### config.mk
export PLATFORM = sky130hd
export DESIGN_NAME = seven_segment_scan
export DESIGN_NICKNAME = d
export VERILOG_FILES = /design/src/rtl/seven_segment_scan.sv
export SDC_FILE = /design/constraint.sdc
export NUM_CORES = 1
export LEC_CHECK = 0
export CORE_ASPECT_RATIO = 0.6
export CORE_MARGIN = 1.5
export CORE_UTILIZATION = 50
export CTS_CLUSTER_SIZE = 8
export DETAILED_ROUTE_END_ITERATION = 6
export GPL_ROUTABILITY_DRIVEN = 1
export GPL_TIMING_DRIVEN = 0
export PLACE_DENSITY = 0.72
export REMOVE_ABC_BUFFERS = 1
export SLEW_MARGIN = 15
export SYNTH_ARGS = -nofsm -noshare
export SYNTH_HDL_FRONTEND = slang
export SYNTH_SLANG_ARGS = --single-unit
export TNS_END_PERCENT = 100
### constraint.sdc
create_clock -name clk -period 1.8 [get_ports clk]
set_input_delay 0.54 -clock clk [delete_from_list [all_inputs] [get_ports clk]]
set_output_delay 0.54 -clock clk [all_outputs]
set_load 0.005 [all_outputs]
### src/rtl/seven_segment_scan.sv
// Multiplexed common-anode hex display driver: serial nibble store, prescaled digit scan, registered seg/an.
// Optional leading-zero blanking is enabled by defining SEVSEG_BLANK_EN.
module seven_segment_scan #(
  parameter int unsigned DIGITS   = 4,
  parameter int unsigned SCAN_DIV = 1000
) (
  input  logic              clk,
  input  logic              reset,
  input  logic              Load,
  input  logic [3:0]        Din,
  output logic [6:0]        seg,
  output logic [DIGITS-1:0] an
);

  localparam int unsigned IW = (DIGITS > 1)   ? $clog2(DIGITS)   : 1;
  localparam int unsigned PW = (SCAN_DIV > 1) ? $clog2(SCAN_DIV) : 1;

  logic [3:0]        d_q [DIGITS];
  logic [3:0]        d_d [DIGITS];
  logic [PW-1:0]     pc_q, pc_d;
  logic [IW-1:0]     idx_q, idx_d;
  logic [6:0]        seg_q, seg_d;
  logic [DIGITS-1:0] an_q, an_d;
  logic [3:0]        cur_nib;

  function automatic logic [6:0] decode(input logic [3:0] nib);
    logic [6:0] s;
    case (nib)
      4'h0: s = 7'b1000000;
      4'h1: s = 7'b1111001;
      4'h2: s = 7'b0100100;
      4'h3: s = 7'b0110000;
      4'h4: s = 7'b0011001;
      4'h5: s = 7'b0010010;
      4'h6: s = 7'b0000010;
      4'h7: s = 7'b1111000;
      4'h8: s = 7'b0000000;
      4'h9: s = 7'b0010000;
      4'hA: s = 7'b0001000;
      4'hB: s = 7'b0000011;
      4'hC: s = 7'b1000110;
      4'hD: s = 7'b0100001;
      4'hE: s = 7'b0000110;
      default: s = 7'b0001110;
    endcase
    return s;
  endfunction

  always_comb begin
    for (int unsigned i = 0; i < DIGITS; i++) d_d[i] = d_q[i];
    if (Load) begin
      d_d[0] = Din;
      for (int unsigned i = 1; i < DIGITS; i++) d_d[i] = d_q[i-1];
    end
  end

  always_comb begin
    pc_d  = pc_q + 1'b1;
    idx_d = idx_q;
    if (pc_q == PW'(SCAN_DIV - 1)) begin
      pc_d  = '0;
      idx_d = (idx_q == IW'(DIGITS - 1)) ? '0 : idx_q + 1'b1;
    end
  end

`ifdef SEVSEG_BLANK_EN
  // zero_above[i] is set when every digit from i upwards holds zero.
  logic [DIGITS:0] zero_above;
  always_comb begin
    zero_above         = '0;
    zero_above[DIGITS] = 1'b1;
    for (int unsigned k = 0; k < DIGITS; k++)
      zero_above[DIGITS-1-k] = zero_above[DIGITS-k] && (d_q[DIGITS-1-k] == 4'h0);
  end
`endif

  always_comb begin
    cur_nib = d_q[idx_q];
    an_d    = ~(DIGITS'(1) << idx_q);
`ifdef SEVSEG_BLANK_EN
    seg_d   = ((idx_q != '0) && zero_above[idx_q]) ? '1 : decode(cur_nib);
`else
    seg_d   = decode(cur_nib);
`endif
  end

  always_ff @(posedge clk or negedge reset) begin
    if (!reset) begin
      d_q   <= '{default: '0};
      pc_q  <= '0;
      idx_q <= '0;
      seg_q <= '1;
      an_q  <= '1;
    end else begin
      d_q   <= d_d;
      pc_q  <= pc_d;
      idx_q <= idx_d;
      seg_q <= seg_d;
      an_q  <= an_d;
    end
  end

  assign seg = seg_q;
  assign an  = an_q;

endmodule

==> results.txt, run 1 <==
- Post-layout min period: approximately 1.8 ns
- Power consumption: 1.927 mW
- Based on the critical path, the design can be clocked at up to between 500 and 600 MHz.
- CTS root buffer: sky130_fd_sc_hd__clkbuf_8
- In this run the tightest slew margin relative to its limit is about half.
* Top-area cell type share of the netlist area: between 30% and 40%
- The longest clock path from root to sink contains 2 buffers.
* Primary FF master, synth: sky130_fd_sc_hd__dfrtp_1
- Global-route wire length before repair: 5.554 mm
* Complex-gate fraction of the synthesized area: 6.957%
- Share of synthesized registers carrying an async set or reset: between 90% and 100%
- Initial standard-cell utilization of the core: a little over half
* Sequential area share after synthesis: around 53%
- Most area-consuming cells after synthesis: sky130_fd_sc_hd__dfrtp_1, sky130_fd_sc_hd__dfstp_2, sky130_fd_sc_hd__mux2_2
- The die covers 0.004129 mm2.
- At the worst endpoint, the arrival time is between 1.5 and 2 ns.
* Routed WL per cell: between 15 and 20 um
- STA classifies the critical path startpoint as a flop.
* Drt drc: 0
- Final setup viols: 0
- Req. time, crit path: 2.02 ns
* Final weighted congestion of routability-driven global placement: about 0.9
- The total area inside the core boundary comes to about 0.0034 mm2.
* Global-route usage over all layers: 19.00%
- After routing, the total negative slack on setup checks comes to 0 ns.
- The critical path is of the flop to flop type.
- Global routing finished with a remaining overflow of 0.
* Flop2flop setup slack: around 0.035 ns
- In the post-route analysis, the smallest setup slack over all paths is 0.03476 ns.
* Final wirelength: 3.543 mm
- Seq cells post-synth: 39
- DIE WIDTH: slightly above 80 um
- Antenna violations before repair: 0
* Post-synthesis cell area: roughly 0.0019 mm2
- Synthesized area divided by synthesized cell count: 12.72 um2
* Count of nets left with antenna violations after detail routing: 0
* Clock-pin slew reported for the worst setup and hold paths after clock tree synthesis: about 0.070 ns
- Number of top-level pins: 18
* Clock tree sinks: 39
* Half-perimeter wire length after detailed placement: between 2 and 2.5 mm
* Worst-margin pin slew: 0.7351 ns
* Share of total power consumed by net switching: between 20% and 30%
- During synthesis, Yosys emitted a total of 0 warnings.
- Of the available clock period, the critical path in the final layout requires 98.07%.
* Peak VDD IR: between 0.5 and 0.6 mV
- The run finished with clean final reports.
- TritonCTS clock tree: built
* Max FO, Critical Path: 4
* IO Port Bufs: 17
- Number of detailed-routing iterations run before antenna repair: 4
- Relative contribution of the clock network to total power: roughly 29%
- The analysis attributes to net switching a power of 490.3 uW.
* Dominant combinational cell family by area after synthesis: multiplexers
* Clk Latency, worst-skew pair: 0.29 ns
* Combinational fraction of design power: ~17%
- RSZ-0062 raised after global routing: true
* Starting DRC count in detailed routing: between 80 and 90
- OpenSTA, run right after detailed placement, puts the worst setup slack at -0.3619 ns.
- Overall via count from detail_route: around 1200
- Number of cells on the worst reg-to-reg path: 4
- Entering global routing, the biggest net connects 33 pins.
- In this run the worst hold path is classified as input pin to async pin.
* Leakage power total: around 0.97 nW
- Relative to the synthesized area, the layout overhead comes to 23.28%.
- Summed over all instances, the cell type with the most area after synthesis is sky130_fd_sc_hd__dfrtp_1.
- Internal power consumption: approximately 1.4 mW
- Leading cell type by number of instances after synthesis: sky130_fd_sc_hd__dfrtp_1
- Multiplexer area fraction after synthesis: around 17%
- Synthesized-area fraction occupied by and/or/nand/nor cells: a little under a tenth
- After clock tree synthesis, the flow added hold-fix buffers numbering 0.
- Between clock sinks in the finished design, the worst skew comes to roughly 0.0069 ns.
- Summing the areas of all xor and xnor instances in the mapped netlist gives around 1.9% of the synthesized area.
* Post-detailed-route via-to-cell ratio: ~5.6
* Max-capacitance violation count: 0
- The number of antenna diodes in the final layout is 0.
- Row count: 16
- Vias in the first global route: between 1000 and 1500
* Hold Fails Final Rpt: 0
- Sequential fraction of design power: between 50% and 60%
- Final core area utilization: 67.76%
* Number of distinct library cells after synthesis: 38
* Arithmetic-cell share of the synthesized area counting full adders, half adders and majority gates: 7.358%
- Post-synthesis instance total: 147
- Slew Limit Fails: 0
- In this run, CTS created clock tree buffers numbering 5.
- STA classifies the critical path endpoint as a flop.
- Cells with a size suffix above 1 make up approximately 39% of the layout.
* Die boundary height: between 50 and 60 um
- Power density of the placed cells: around 840 mW/mm2
- Yosys mapped a number of flops with a built-in enable equal to 0.
- Counting instances in the post-synthesis netlist gives the leading cell types as sky130_fd_sc_hd__dfrtp_1, sky130_fd_sc_hd__mux2_2, sky130_fd_sc_hd__inv_1.
- The H-tree generated during clock tree synthesis spans 2 levels.
- For this run, the post-layout net count is between 150 and 200.
[final cells by class]
cell class                      instances  area [um2]
Fill cell                             231        1097
Clock buffer                            6       72.57
Multi-Input combinational cell         91       898.4
Timing Repair Buffer                   24       224.0
Inverter                               12       50.05
Clock inverter                          2       12.51
Sequential cell                        39       992.2
Tap cell                               45       56.30
[registers in the layout, indices dropped and copies added, names as in the netlist]
name	flops
an	4
d_q	16
idx_q	2
pc_q	10
seg	7
[metrics by stage]
step | std cells | cell area [um2] | hold WS, ns
finish | 219 | 2306 | 0.08078
global route | 219 | 2306 | 0.07999
CTS | 213 | 2152 | 0.07909
detailed placement | 204 | 2073 | 0.3954
global placement | 203 | 2058 | 0.4691
floorplan | 141 | 1832 | 0.2444
[layout by cell type (no fill, tap or decap), drive strengths merged, types with 2 or more instances in the layout]
cell / synthesis / routed
dfrtp: 28 / 28
mux2: 19 / 19
inv: 12 / 12
dfstp: 11 / 11
dlygate4sd2: 0 / 11
ha: 11 / 11
buf: 4 / 8
nand3: 7 / 7
o21ai: 7 / 7
clkbuf: 2 / 6
clkdlybuf4s50: 0 / 5
nand2: 5 / 5
nor2: 5 / 5
mux4: 4 / 5
a21oi: 4 / 4
o21a: 3 / 3
nor2b: 3 / 3
nand4: 2 / 2
or3: 2 / 2
and3: 2 / 2
xnor2: 2 / 2
xor2: 2 / 2
o31ai: 2 / 2
[layer usage]
metal  vias to the layer above  track usage [%]  wire, um
met5                         -                0         0
met4                         0            9.605        89
met3                        11            5.455       212
met2                        40            25.68      1578
met1                       594            27.63      1663
li1                        574                -         -
[critical path, stage by stage (launching register included)]
cell	delay, ns
sky130_fd_sc_hd__dfrtp_2	0.43
sky130_fd_sc_hd__mux4_2	0.63
sky130_fd_sc_hd__buf_4	0.19
sky130_fd_sc_hd__mux2_2	0.26
sky130_fd_sc_hd__a22o_1	0.18
[cells by family after synthesis]
family / count (synthesis)
flops: 39
simple gates: 31
mux: 24
compound gates: 20
buf+inv: 18
fa+ha+maj: 11
xor+xnor: 4
[power groups by stage]
stage / Sequential (mW) / Combinational, mW / Clock (mW)
floorplan: 1.03 / 0.158 / 0
global placement: 1.04 / 0.268 / 0
detailed placement: 1.04 / 0.285 / 0
CTS: 1.02 / 0.269 / 0.585
global route: 1.04 / 0.361 / 0.632
finish: 1.03 / 0.332 / 0.566
[worst paths after layout]
check	startpoint	endpoint
max	idx_q[0]	seg[1]
min	reset	d_q[13]
max reg2reg	idx_q[0]	seg[1]
min reg2reg	pc_q[0]	pc_q[0]
max in group asynchronous	reset	seg[1]
min in group clk	pc_q[0]	pc_q[0]
[repair_timing]
action / CTS / global route
resized for setup: 14 / 21
buffers inserted: 1 / 5
pin swaps: 0 / 3
setup endpoints to repair: 18 / 6
cloned: 0 / 1
Power figures use the tool's default switching activity.
==> inputs of run 2 (changes only) <==
- SLEW_MARGIN: 15 -> not set
==> results.txt, run 2 (synthesis gave the netlist of run 1 again) <==
* Status: complete, no violations
* Post-cts hold buffer count: 0 (unchanged)
- The worst slew margin relative to its limit came to 45.29% (-5.6 points).
* Number of top-level pins: 18 (unchanged)
* Area growth from synthesis to final layout: 20.67%
- Slew Limit Fails: 0 (unchanged)
* CTS root buffer: sky130_fd_sc_hd__clkbuf_8
* Post-layout min period: 1.798 ns (+0.03321 ns)
- The power density over the cells was 839.7 mW/mm2 (+0.48%).
- The number of nets in the final layout was 194 (+1.6%).
* Proportion of layout cells with a drive suffix above 1: 36.16% (-2.3 points)
* Core Box Area: 0.003403 mm2 (unchanged)
- The floorplan die width was 81.96 um (unchanged).
- TritonCTS built the clock tree.
- The pin slew with the least headroom to its limit came to 0.8207 ns (+0.08557 ns).
* Die boundary height: 50.38 um (unchanged)
- Initial standard-cell utilization of the core: 54.96% (unchanged)
- The worst setup path is captured at a flop.
* CP peak stage delay: 0.57 ns (-0.06 ns)
- The number of inserted diodes is 0 (unchanged).
- The design area came to 0.002257 mm2 (-2.1%).
* Number of CTS-inserted buffers: 5 (unchanged)
- The final count of hold timing violations was 0 (unchanged).
- Max FO, Critical Path: 5 (+1)
- The register clock-pin slew on the reported worst setup and hold paths came to 0.07 ns (about the same).
- The count of unresolved DRC violations after routing came to 0 (unchanged).
- Routed WL per cell: 15.75 um (-2.6%)
* Post-Place Cell Area: 0.002053 mm2 (-0.97%)
* Global-route wire length before repair: 5.589 mm (+0.63%)
- Commonest cells after routing, fill and taps aside: sky130_fd_sc_hd__dfrtp_1, sky130_fd_sc_hd__mux2_2, sky130_fd_sc_hd__dfstp_2, sky130_fd_sc_hd__dlygate4sd2_1
- The final worst clock skew was 0.009226 ns (+0.002322 ns).
* Power consumption: 1.895 mW (-1.6%)
- Congestion Overflow GR: 0 (unchanged)
* CP delay by family, top: multiplexers
* Req. time, crit path: 2.00 ns (-0.02 ns)
- The total negative slack for setup checks is 0 ns (unchanged).
* Setup CP Type: flop to flop
- IO Port Bufs: 17 (unchanged)
* Number of detailed-routing iterations run before antenna repair: 4 (unchanged)
* Startpoint kind of the worst setup timing path: flop
- Count of nets left with antenna violations after detail routing: 0 (unchanged)
- The clock latency on the worst-skew pair came to 0.29 ns (about the same).
* Max reg flops: 16 (unchanged)
- Global-route usage over all layers: 19.19% (+0.19 points)
- RSZ-0062 raised after global routing: true
* Peak VDD IR: 0.5918 mV (-0.73%)
* Largest buffer count on any clock path: 2 (unchanged)
- Antenna violations before repair: 0 (unchanged)
- The timing-limited maximum frequency was 556.0 MHz (-1.8%).
- Clock tree sinks: 39 (unchanged)
- The library cell used most frequently in the layout, excluding fill and tap cells, is sky130_fd_sc_hd__dfrtp_1.
* Overall via count from detail_route: 1195 (-2.0%)
* Bufs and invs on worst path: 1 (unchanged)
- The setup violation total in the final timing report was 0 (unchanged).
- The via-per-instance ratio is 5.383 (-3.3%).
- Max-capacitance violation count: 0 (unchanged)
- Final wirelength: 3.497 mm (-1.3%)
- The number of global-route vias before repair is 1164 (+1.1%).
- The min-delay analysis places its worst path in the category input pin to async pin.
- The placement row count was 16 (unchanged).
- Largest register by flop count: d_q
* Full die area: 0.004129 mm2 (unchanged)
- The H-tree depth reported by CTS was 2 (unchanged).
- Arrival time worst endpoint: 2.00 ns (about the same)
* Fraction of the cycle the final worst path needs: 99.91% (+1.8 points)
- The largest net degree at the start of global routing is 40 (+21%).
- Among all stages on the critical path, the largest delay is contributed by sky130_fd_sc_hd__mux4_2.
* Leakage power total: 0.9648 nW (about the same)
* Starting DRC count in detailed routing: 76 (-14%)
* Final weighted congestion of routability-driven global placement: 0.8870 (unchanged)
* Half-perimeter wire length after detailed placement: 2.325 mm (-2.6%)
- Sequence of cells on the critical path: mux4_2 > buf_4 > ha_1 > nand2_2 > o21a_1 > o21ai_1
run 2: cell types whose count changed in the layout (fill, tap and decap cells not counted), sizes merged:
cell / change
buf: +3
clkinv: -1
clkinvlp: -1
clkbuf: +2
run 2: final cells by class:
cell class	count	area (um2)
clock buffer	8	80.08
fill	241	1146
inverter	12	47.55
multi-input combinational	91	854.6
sequential	39	992.2
tap	45	56.30
timing repair buffer	27	226.5
run 2: final timing paths:
check / startpoint / end / slack (ns) / cells past startpoint
worst max-delay path: idx_q[0] / seg[5] / 0.002 / 6
worst min-delay path: reset / pc_q[2] / 0.34 / 1
worst max register to register: idx_q[0] / seg[5] / 0.002 / 6
worst min register to register: d_q[0] / d_q[0] / 0.51 / 1
max in group asynchronous: reset / idx_q[0] / 0.89 / 1
min in group clk: d_q[0] / d_q[0] / 0.51 / 1
run 2: timing repair:
item | 4_1_cts | 5_1_grt
endpoints found under the setup margin | 18 | 8
gates cloned | 0 | 1
setup buffers | 2 | 8
resized for setup | 16 | 10
hold endpoints to repair | 0 | 0
run 2: per-stage QoR:
| stage | setup WS [ns] | hold WS [ns] | cells | utilization, % |
|---|---|---|---|---|
| 2_1_floorplan | -0.05702 | 0.2444 | 141 | - |
| 3_3_place_gp | -0.6340 | 0.4691 | 203 | 60.48 |
| 3_5_place_dp | -0.3859 | 0.4938 | 203 | 60.33 |
| 4_1_cts | -0.02474 | 0.3629 | 213 | 62.87 |
| 5_1_grt | -0.07192 | 0.4063 | 222 | 66.32 |
| 6_report | 0.001554 | 0.3447 | 222 | 66.32 |
run 2: layer usage:
metal,up-vias,GRT usage (%),wire length (um)
met4,0,8.192,69
met2,31,26.23,1506
met1,580,27.91,1713
met3,9,6.000,208
met5,-,0,0
li1,575,-,-
run 2: power by group:
group | total [mW] | internal [mW] | switching (mW)
combinational | 0.315 | 0.175 | 0.139
clock | 0.552 | 0.275 | 0.277
sequential | 1.03 | 0.982 | 0.0466
==> inputs of run 3 (changes only) <==
- MAX_ROUTING_LAYER: not set -> met4
==> results.txt, run 3 (synthesis gave the netlist of run 1 again) <==
- The flow ran to the end, and the final reports show no timing, DRC or antenna violations.
* Reg2Reg Launch Point: idx_q[0]
- The H-tree depth reported by CTS was 2 (unchanged).
- The port buffer count is 17 (unchanged).
- The die area came to 0.004129 mm2 (unchanged).
* Number of CTS-inserted buffers: 5 (unchanged)
- The setup slack after layout came to 0.008803 ns (+0.007248 ns).
* Startpoint kind of the worst setup timing path: flop
- Switch Pwr: 461.1 uW (-0.40%)
- The logic depth of the worst path, buffers included was 5 (-1).
* Worst-margin pin slew: 0.8268 ns (+0.006111 ns)
- CTS root buffer: sky130_fd_sc_hd__clkbuf_8
- The number of max-slew violations in the final report came to 0 (unchanged).
* Max-capacitance violation count: 0 (unchanged)
- The number of antenna violations at the first check in global routing is 0 (unchanged).
- The weighted congestion reported at the end of routability-driven placement was 0.9018 (+1.7%).
- Largest register by flop count: d_q
* CP peak stage delay: 0.58 ns (about the same)
- Combinational fraction of design power: 16.4% (-0.2 points)
- The area of the core came to 0.003403 mm2 (unchanged).
- Largest buffer count on any clock path: 2 (unchanged)
* Overall via count from detail_route: 1183 (-1.0%)
* Die boundary height: 50.38 um (unchanged)
- Leakage power total: 0.9600 nW (-0.50%)
- Sequence of cells on the critical path: mux4_2 > inv_2 > ha_2 > inv_1 > o31ai_2
- The share of layout cells above drive strength 1 came to 35.80% (-0.36 points).
- In this run the critical register-to-register path is captured at seg[0].
- The flip-flop count of the largest register, all copies and words added is 16 (unchanged).
- The number of global-route vias before repair came to 1166 (+0.17%).
* Setup CP Type: flop to flop
- Drt drc: 0 (unchanged)
- Hold Fails Final Rpt: 0 (unchanged)
* Number of detailed-routing iterations run before antenna repair: 4 (unchanged)
* Clk Latency, worst-skew pair: 0.29 ns (about the same)
* Power density of the placed cells: 840.5 mW/mm2 (about the same)
* TritonCTS clock tree: built
- Worst setup slack before clock tree synthesis: -0.3859 ns (unchanged)
- Global-route usage over all layers: 19.69% (+0.50 points)
* Filler Cell Count: 244 (+1.2%)
- Worst setup EP type: flop
* Antenna diode count: 0 (unchanged)
- RSZ-0062 raised after global routing: true
- The peak supply drop was 0.5906 mV (-0.21%).
* Post-route non-filler standard cell count: 221 (-0.45%)
* Internal power consumption: 1.430 mW (-0.18%)
- The placement row count was 16 (unchanged).
- The via-per-instance ratio came to 5.353 (-0.56%).
- The most critical setup path has its startpoint at idx_q[0].
- The total power of the final layout was 1.891 mW (-0.23%).
- Initial standard-cell utilization of the core: 54.96% (unchanged)
- The final worst clock skew was 0.009567 ns (+0.0003404 ns).
* Routed WL per cell: 15.55 um (-1.3%)
* Starting DRC count in detailed routing: 49 (-36%)
* Largest net degree at the start of global routing: 40 (unchanged)
* Flop2flop setup slack: 0.009 ns (about the same)
- The cell area reported after detailed placement is 0.002053 mm2 (unchanged).
- Share of total power consumed by net switching: 24.39% (-0.041 points)
- Number of cells on the worst reg-to-reg path: 5 (-1)
- Capture point of the worst path: seg[0]
* Critical path's slowest cell: sky130_fd_sc_hd__mux4_2
- Leaving out fill and tap cells, the most frequent cell in the layout is sky130_fd_sc_hd__dfrtp_1.
* Number of top-level pins: 18 (unchanged)
- The path class of the tightest hold or removal check is input pin to async pin.
- The number of cells in the design after placement is 203 (unchanged).
* Relative contribution of the clock network to total power: 29.1% (about the same)
* Clock tree sinks: 39 (unchanged)
* Area growth from synthesis to final layout: 20.27%
- The cell family contributing the most delay on the critical path is multiplexers.
* Global-route wire length before repair: 5.595 mm (+0.11%)
- Fraction of the cycle the final worst path needs: 99.51% (-0.40 points)
* Rel. slew slack: 44.88% (-0.41 points)
- The placed wire-length estimate came to 2.325 mm (unchanged).
- Clock-pin slew reported for the worst setup and hold paths after clock tree synthesis: 0.07 ns (about the same)
- Post-route cell area: 0.002250 mm2 (-0.33%)
* Final wirelength: 3.437 mm (-1.7%)
* Bufs and invs on worst path: 2 (+1)
- The leftover overflow at the end of global routing is 0 (unchanged).
* F_max: 558.3 MHz (+0.40%)
- The library cells used most frequently in the layout, excluding fill and tap cells, are sky130_fd_sc_hd__dfrtp_1, sky130_fd_sc_hd__mux2_2, sky130_fd_sc_hd__dfstp_2, sky130_fd_sc_hd__dlygate4sd2_1.
* Max FO, Critical Path: 5 (unchanged)
- Arrival time worst endpoint: 1.98 ns (-0.02 ns)
- Sequential fraction of design power: 54.5% (+0.2 points)
* Count of nets left with antenna violations after detail routing: 0 (unchanged)
- Net count, final: 193 (-0.52%)
* Req. time, crit path: 1.99 ns (about the same)
- The total negative slack for setup checks was 0 ns (unchanged).
- The setup violation total in the final timing report was 0 (unchanged).
- The floorplan die width was 81.96 um (unchanged).
- The minimum period implied by the final worst setup slack was 1.791 ns (-0.007248 ns).
[run 3: changes by cell type in the layout (fill, tap and decap cells not counted)]
| cell | previous run | this run |
|---|---|---|
| sky130_fd_sc_hd__buf_4 | 10 | 9 |
[run 3: layout make-up]
cell class	instances	area [um2]	area share (%)
inverter	12	47.55	2.113
sequential	39	992.2	44.10
clock buffer	8	80.08	3.560
timing repair buffer	26	219.0	9.733
multi-input combinational	91	854.6	37.99
tap	45	56.30	2.503
[run 3: power groups by stage]
stage               clock network (mW)  logic [mW]  registers, mW
detailed placement                   0       0.280           1.04
finish                           0.551       0.310           1.03
global placement                     0       0.268           1.04
floorplan                            0       0.158           1.03
CTS                              0.567       0.267           1.02
global route                     0.615       0.340           1.04
[run 3: routing by layer]
| layer | global-route usage [%] | vias to the layer above | routed length, um |
|---|---|---|---|
| met3 | 6.000 | 7 | 211 |
| met1 | 27.67 | 575 | 1688 |
| met2 | 26.37 | 28 | 1485 |
| met5 | - | - | 0 |
| met4 | 8.192 | 0 | 52 |
| li1 | - | 573 | - |
[run 3: worst min path at each step]
stage / startpoint / end / slack [ns] / depth (start not counted)
after global placement: pc_q[0] / pc_q[0] / 0.47 / 1
after floorplan: reset / d_q[0] / 0.24 / 0
final: reset / pc_q[2] / 0.35 / 1
after global routing: reset / pc_q[2] / 0.41 / 1
after CTS: reset / d_q[9] / 0.36 / 1
after detailed placement: d_q[0] / d_q[0] / 0.49 / 1
[run 3: timing repair]
action,CTS,global route
setup endpoints to repair,18,8
hold buffers,0,0
buffers inserted,2,7
gates resized for setup,16,10
pin swaps,0,0
cloned,0,1
[run 3: per-stage QoR]
stage	utilization, %	hold slack (ns)
CTS	62.87	0.3629
finish	66.10	0.3481
detailed placement	60.33	0.4938
global placement	60.48	0.4691
floorplan	-	0.2444
global route	66.10	0.4061
